===== src/rtl/lzss_feed_ctrl.sv =====
// Host-to-LZSS-core feeder: serializes 32-bit host words MSB-byte-first, triggers flush, counts codewords.
// Optional flush watchdog enabled by defining LZSS_FEED_TIMEOUT_EN.
module lzss_feed_ctrl #(
    parameter int CNT_W  = 12,
    parameter int WCNT_W = 11,
    parameter int TO_CYC = 1024
) (
    input  logic              clk,
    input  logic              reset,
    input  logic [31:0]       data,
    input  logic              data_valid,
    input  logic              drop_done,
    output logic              busy,
    output logic [7:0]        byte_out,
    output logic              byte_valid,
    input  logic              byte_ready,
    output logic              flush,
    input  logic              flush_done,
    input  logic              cw_valid,
    output logic [CNT_W-1:0]  enc_num,
    output logic [WCNT_W-1:0] word_cnt,
    output logic              finish,
    output logic              timeout
);

    // state   | meaning
    // S_IDLE  | ready for a host word, or start flush once drop is latched
    // S_SEND  | presenting bytes of the latched word to the core
    // S_FLUSH | one-cycle flush request to the core
    // S_WAIT  | waiting for the core to finish flushing
    // S_DONE  | stream complete, held until reset
    typedef enum logic [2:0] {S_IDLE, S_SEND, S_FLUSH, S_WAIT, S_DONE} state_t;

    state_t      state, state_nx;
    logic [31:0] word_q;
    logic [1:0]  idx_q;
    logic        drop_q;
    logic        accept, xfer, last_xfer, to_hit;
    logic        busy_nx, byte_valid_nx, flush_nx, finish_nx;

    assign accept    = (state == S_IDLE) && data_valid;
    assign xfer      = (state == S_SEND) && byte_ready;
    assign last_xfer = xfer && (idx_q == 2'd3);

    always_ff @(posedge clk or posedge reset) begin
        if (reset) begin
            state      <= S_IDLE;
            busy       <= 1'b0;
            byte_valid <= 1'b0;
            flush      <= 1'b0;
            finish     <= 1'b0;
        end else begin
            state      <= state_nx;
            busy       <= busy_nx;
            byte_valid <= byte_valid_nx;
            flush      <= flush_nx;
            finish     <= finish_nx;
        end
    end

    always_comb begin
        state_nx = state;
        case (state)
            S_IDLE: begin
                if (data_valid)  state_nx = S_SEND;
                else if (drop_q) state_nx = S_FLUSH;
            end
            S_SEND: begin
                if (last_xfer) state_nx = drop_q ? S_FLUSH : S_IDLE;
            end
            S_FLUSH: state_nx = S_WAIT;
            S_WAIT: begin
                if (flush_done || to_hit) state_nx = S_DONE;
            end
            S_DONE:  state_nx = S_DONE;
            default: state_nx = S_IDLE;
        endcase
    end

    // Outputs are registered from the next state so they line up with the state they describe.
    always_comb begin
        busy_nx       = (state_nx != S_IDLE);
        byte_valid_nx = (state_nx == S_SEND);
        flush_nx      = (state_nx == S_FLUSH);
        finish_nx     = (state_nx == S_DONE);
    end

    always_ff @(posedge clk or posedge reset) begin
        if (reset) begin
            word_q   <= '0;
            idx_q    <= '0;
            byte_out <= '0;
            drop_q   <= 1'b0;
            word_cnt <= '0;
            enc_num  <= '0;
        end else begin
            if (drop_done) drop_q <= 1'b1;
            if (accept) begin
                word_q   <= data;
                idx_q    <= 2'd0;
                byte_out <= data[31:24];
                if (word_cnt != '1) word_cnt <= word_cnt + 1'b1;
            end else if (xfer) begin
                idx_q <= idx_q + 2'd1;
                case (idx_q)
                    2'd0:    byte_out <= word_q[23:16];
                    2'd1:    byte_out <= word_q[15:8];
                    2'd2:    byte_out <= word_q[7:0];
                    default: byte_out <= 8'h00;
                endcase
            end
            if (cw_valid && (enc_num != '1)) enc_num <= enc_num + 1'b1;
        end
    end

`ifdef LZSS_FEED_TIMEOUT_EN
    localparam int TO_W = $clog2(TO_CYC + 1);
    logic [TO_W-1:0] to_cnt;

    // Loaded while in FLUSH so WAIT lasts at most TO_CYC cycles.
    assign to_hit = (state == S_WAIT) && (to_cnt == '0) && !flush_done;

    always_ff @(posedge clk or posedge reset) begin
        if (reset) begin
            to_cnt  <= '0;
            timeout <= 1'b0;
        end else begin
            if (state == S_FLUSH)
                to_cnt <= TO_W'(TO_CYC - 1);
            else if ((state == S_WAIT) && (to_cnt != '0))
                to_cnt <= to_cnt - 1'b1;
            if (to_hit) timeout <= 1'b1;
        end
    end
`else
    assign to_hit  = 1'b0;
    assign timeout = 1'b0;
`endif

endmodule


===== config.mk =====
export PLATFORM = sky130hd
export DESIGN_NAME = lzss_feed_ctrl
export DESIGN_NICKNAME = d
export VERILOG_FILES = /design/src/rtl/lzss_feed_ctrl.sv
export SDC_FILE = /design/constraint.sdc
export NUM_CORES = 1
export LEC_CHECK = 0
export CORE_UTILIZATION = 30
export DETAILED_ROUTE_END_ITERATION = 7
export DONT_BUFFER_PORTS = 1
export REMOVE_ABC_BUFFERS = 1
export SLEW_MARGIN = 20
export SYNTH_ARGS = -nofsm -noshare
export SYNTH_HDL_FRONTEND = slang
export SYNTH_SLANG_ARGS = --single-unit

===== constraint.sdc =====
create_clock -name clk -period 2 [get_ports clk]
set_input_delay 0.4 -clock clk [delete_from_list [all_inputs] [get_ports clk]]
set_output_delay 0.4 -clock clk [all_outputs]
set_load 0.01 [all_outputs]

==> reports/metrics.csv, run 1 <==
metric,value,unit
grt_pass1_wl,10.4,mm
holdCritPathClass,in -> reg,
cts_max_path_buffers,2,
tritoncts.num_buffers,9,
min-delay-start,drop_done,
grt_pass1_vias,2019,
antenna_found_initial,1,
rows,36,
p_sw,1710,uW
overflow,0,
multi_input_area,1280,sq um
syn_area_per_cell,11.9,sq um
crit_chain,nor4b_4 -> and3_1 -> and3_1 -> mux2_2,
p_leak,0.00140,uW
fp.coreArea,9730,sq um
first_pass_iters,5,
antennaDiodeCount,0,
grt_max_degree,47,
cts_tree,done,
p_seq_frac,0.490,
skew,0.00884,ns
port_buffers,0,
wl_per_cell,16.6,microns
fmax,554,MHz
swShare,0.352,
worstMarginPinSlew,0.561,ns
combPwrFrac,0.284,
cts.sinks,65,
clk_latency,0.33,ns
p_int,3150,uW
area_growth_syn_to_layout,11.3,%
period_share,0.903,
synthCells,253,
yosysWarnings,0,
crit_start,state[0]$_DFF_PP0_,
die_h,102,microns
slew_viol_final,0,
ys_seq_area_frac,0.540,
post-route-min-period,1.81,ns
synth_area_leader_cell,dfrtp_1,
synth_area_leaders,"dfrtp_1, mux2_2, ha_1",
finalWirelength,6.53,mm
crit_required,2.22,ns
grt_usage,0.132,
yosysUniqueCellTypes,42,
synth_edf_count,0,
hold_violations,0,
syn_area,3010,sq um
num_io_pins,75,
ys_ff_latch,65,
drt_iter0_drc,58,
final_nets,302,
clkTransAtPathRegs,0.07,ns
setup_viol,0,
final_layout_size_suffix_gt1_frac,0.215,
post_cts_resized,0,
cap_violations,0,
yosysMostFrequentCell,dfrtp_1,
max_slew_margin,0.625,
power-per-cell-area,1450,nW/um^2
crit_type,reg -> reg,
initial_core_util,0.310,
vdd_drop_max,0.000551,V
fin_tns_setup,0,ns
reg2reg_from,state[0]$_DFF_PP0_,
h-tree-depth,3,
synth_ff_type,dfrtp_1,
die_x,102,microns
postLayoutCoreUtil,0.345,
n_fill_cell,1011,
end_kind,flip-flop,
synth_top_area_frac,0.540,
rsz0062_at_grt,no,
synthArstFlopShare,1.00,
worst_path_largest_cell_delay,0.50,ns
pwr-share-clk,0.225,
dp_hpwl,4.38,mm
vias_per_cell,5.09,
cp_common_cell,and3_1,
vias,2006,
ant_nets,0,
root_buffer,clkbuf_8,
synth_top_cells_by_count,"dfrtp_1, mux2_2, nand2_1, a21oi_1, nor3_1",
dieArea,10400,sq um
worstPathArrival,2.02,ns
path_max_fanout,10,
start_kind,flip-flop,
status,finished clean,
crit_path_top_delay_cell,dfrtp_1,
regArea,1630,sq um
place_congestion,0.761,
drc,0,
[cell type report]
type                       count  share of cell area
sequential                    65               0.485
inverter                       4             0.00448
timing repair buffer           6              0.0216
tap                          133              0.0496
multi-input combinational    170               0.383
clock inverter                 3              0.0119
clock buffer                  13              0.0444
[worst max-delay path, delay by kind of cell (launching register included)]
family | cells | cell delay [ns]
simple gates | 3 | 0.86
flops | 1 | 0.50
mux | 1 | 0.33
[power groups by stage]
stage	combinational, uW	sequential, uW	clock, uW
after floorplan	1050	2300	0
final	1380	2380	1090
after global placement	1370	2390	0
after global routing	1570	2470	1200
after CTS	1410	2390	1150
after detailed placement	1410	2420	0
[repair_timing]
item | in CTS | in global routing
endpoints found under the hold margin | 21 | 0
setup buffers | 0 | 0
hold buffers | 1 | 0
[metal layers]
| layer | vias to the layer above | track usage | share of wire |
|---|---|---|---|
| met1 | 1009 | 0.171 | 0.47 |
| met4 | 2 | 0.0440 | 0.0097 |
| met3 | 7 | 0.0561 | 0.059 |
| met2 | 60 | 0.198 | 0.46 |
| met5 | - | 0 | 0.0017 |
| li1 | 928 | - | - |
[logic make-up after synthesis]
logic type,count (synthesis),share of synthesized area
flip-flops,65,0.540
AO/OA/AOI/OAI,40,0.0897
other,1,0.00125
multiplexers,30,0.112
adder cells (fa/ha/maj),7,0.0291
AND/OR/NAND/NOR,77,0.150
XOR/XNOR,15,0.0436
buffers and inverters,18,0.0341
[registers in the layout (all words and copies together), names as in the netlist]
register and cells:
state 3, word_q 24, drop_q 1, busy 1, byte_valid 1, flush 1, finish 1, idx_q 2
byte_out 8, word_cnt 11, enc_num 12
[cell usage in the layout, fill, tap and decap left out, types with 8 or more instances in the layout]
master / instances
a21oi_1: 14
a222oi_1: 8
clkbuf_8: 10
dfrtp_1: 65
mux2_2: 29
nand2_1: 23
nand4_1: 8
nor3_1: 11
o21ai_0: 8
xnor2_1: 8
[through the flow]
step / setup slack, ns / power, uW / std cells / area [sq um] / hold slack [ns]
global placement: 0.248 / 3760 / 377 / 3150 / 0.359
CTS: 0.185 / 4950 / 394 / 3350 / 0.149
global route: 0.0804 / 5250 / 394 / 3350 / 0.144
detailed placement: 0.190 / 3820 / 377 / 3150 / 0.363
finish: 0.195 / 4860 / 394 / 3350 / 0.176
floorplan: -0.891 / 3350 / 239 / 2920 / 0.470
[final timing paths]
kind,slack [ns],end,cells past startpoint
min in group asynchronous,0.57,enc_num[4]$_DFFE_PP0P_,2
worst min-delay path,0.18,drop_q$_DFFE_PP0P_,1
worst max-delay path,0.19,word_cnt[8]$_DFFE_PP0P_,4
worst min register to register,0.51,word_q[17]$_DFFE_PP0P_,1
max in group asynchronous,0.79,flush$_DFF_PP0_,3
worst max register to register,0.19,word_cnt[8]$_DFFE_PP0P_,4
No activity file was read; power rests on OpenSTA's default activity.
==> run 2, diff against run 1 <==
--- a/config.mk
+++ b/config.mk
@@ -8,6 +8,7 @@
 export CORE_UTILIZATION = 30
 export DETAILED_ROUTE_END_ITERATION = 7
 export DONT_BUFFER_PORTS = 1
+export HOLD_SLACK_MARGIN = 0.08
 export REMOVE_ABC_BUFFERS = 1
 export SLEW_MARGIN = 20
 export SYNTH_ARGS = -nofsm -noshare
==> results of run 2 <==
No change in the layout: final DEF, timing and power equal those of run 1.
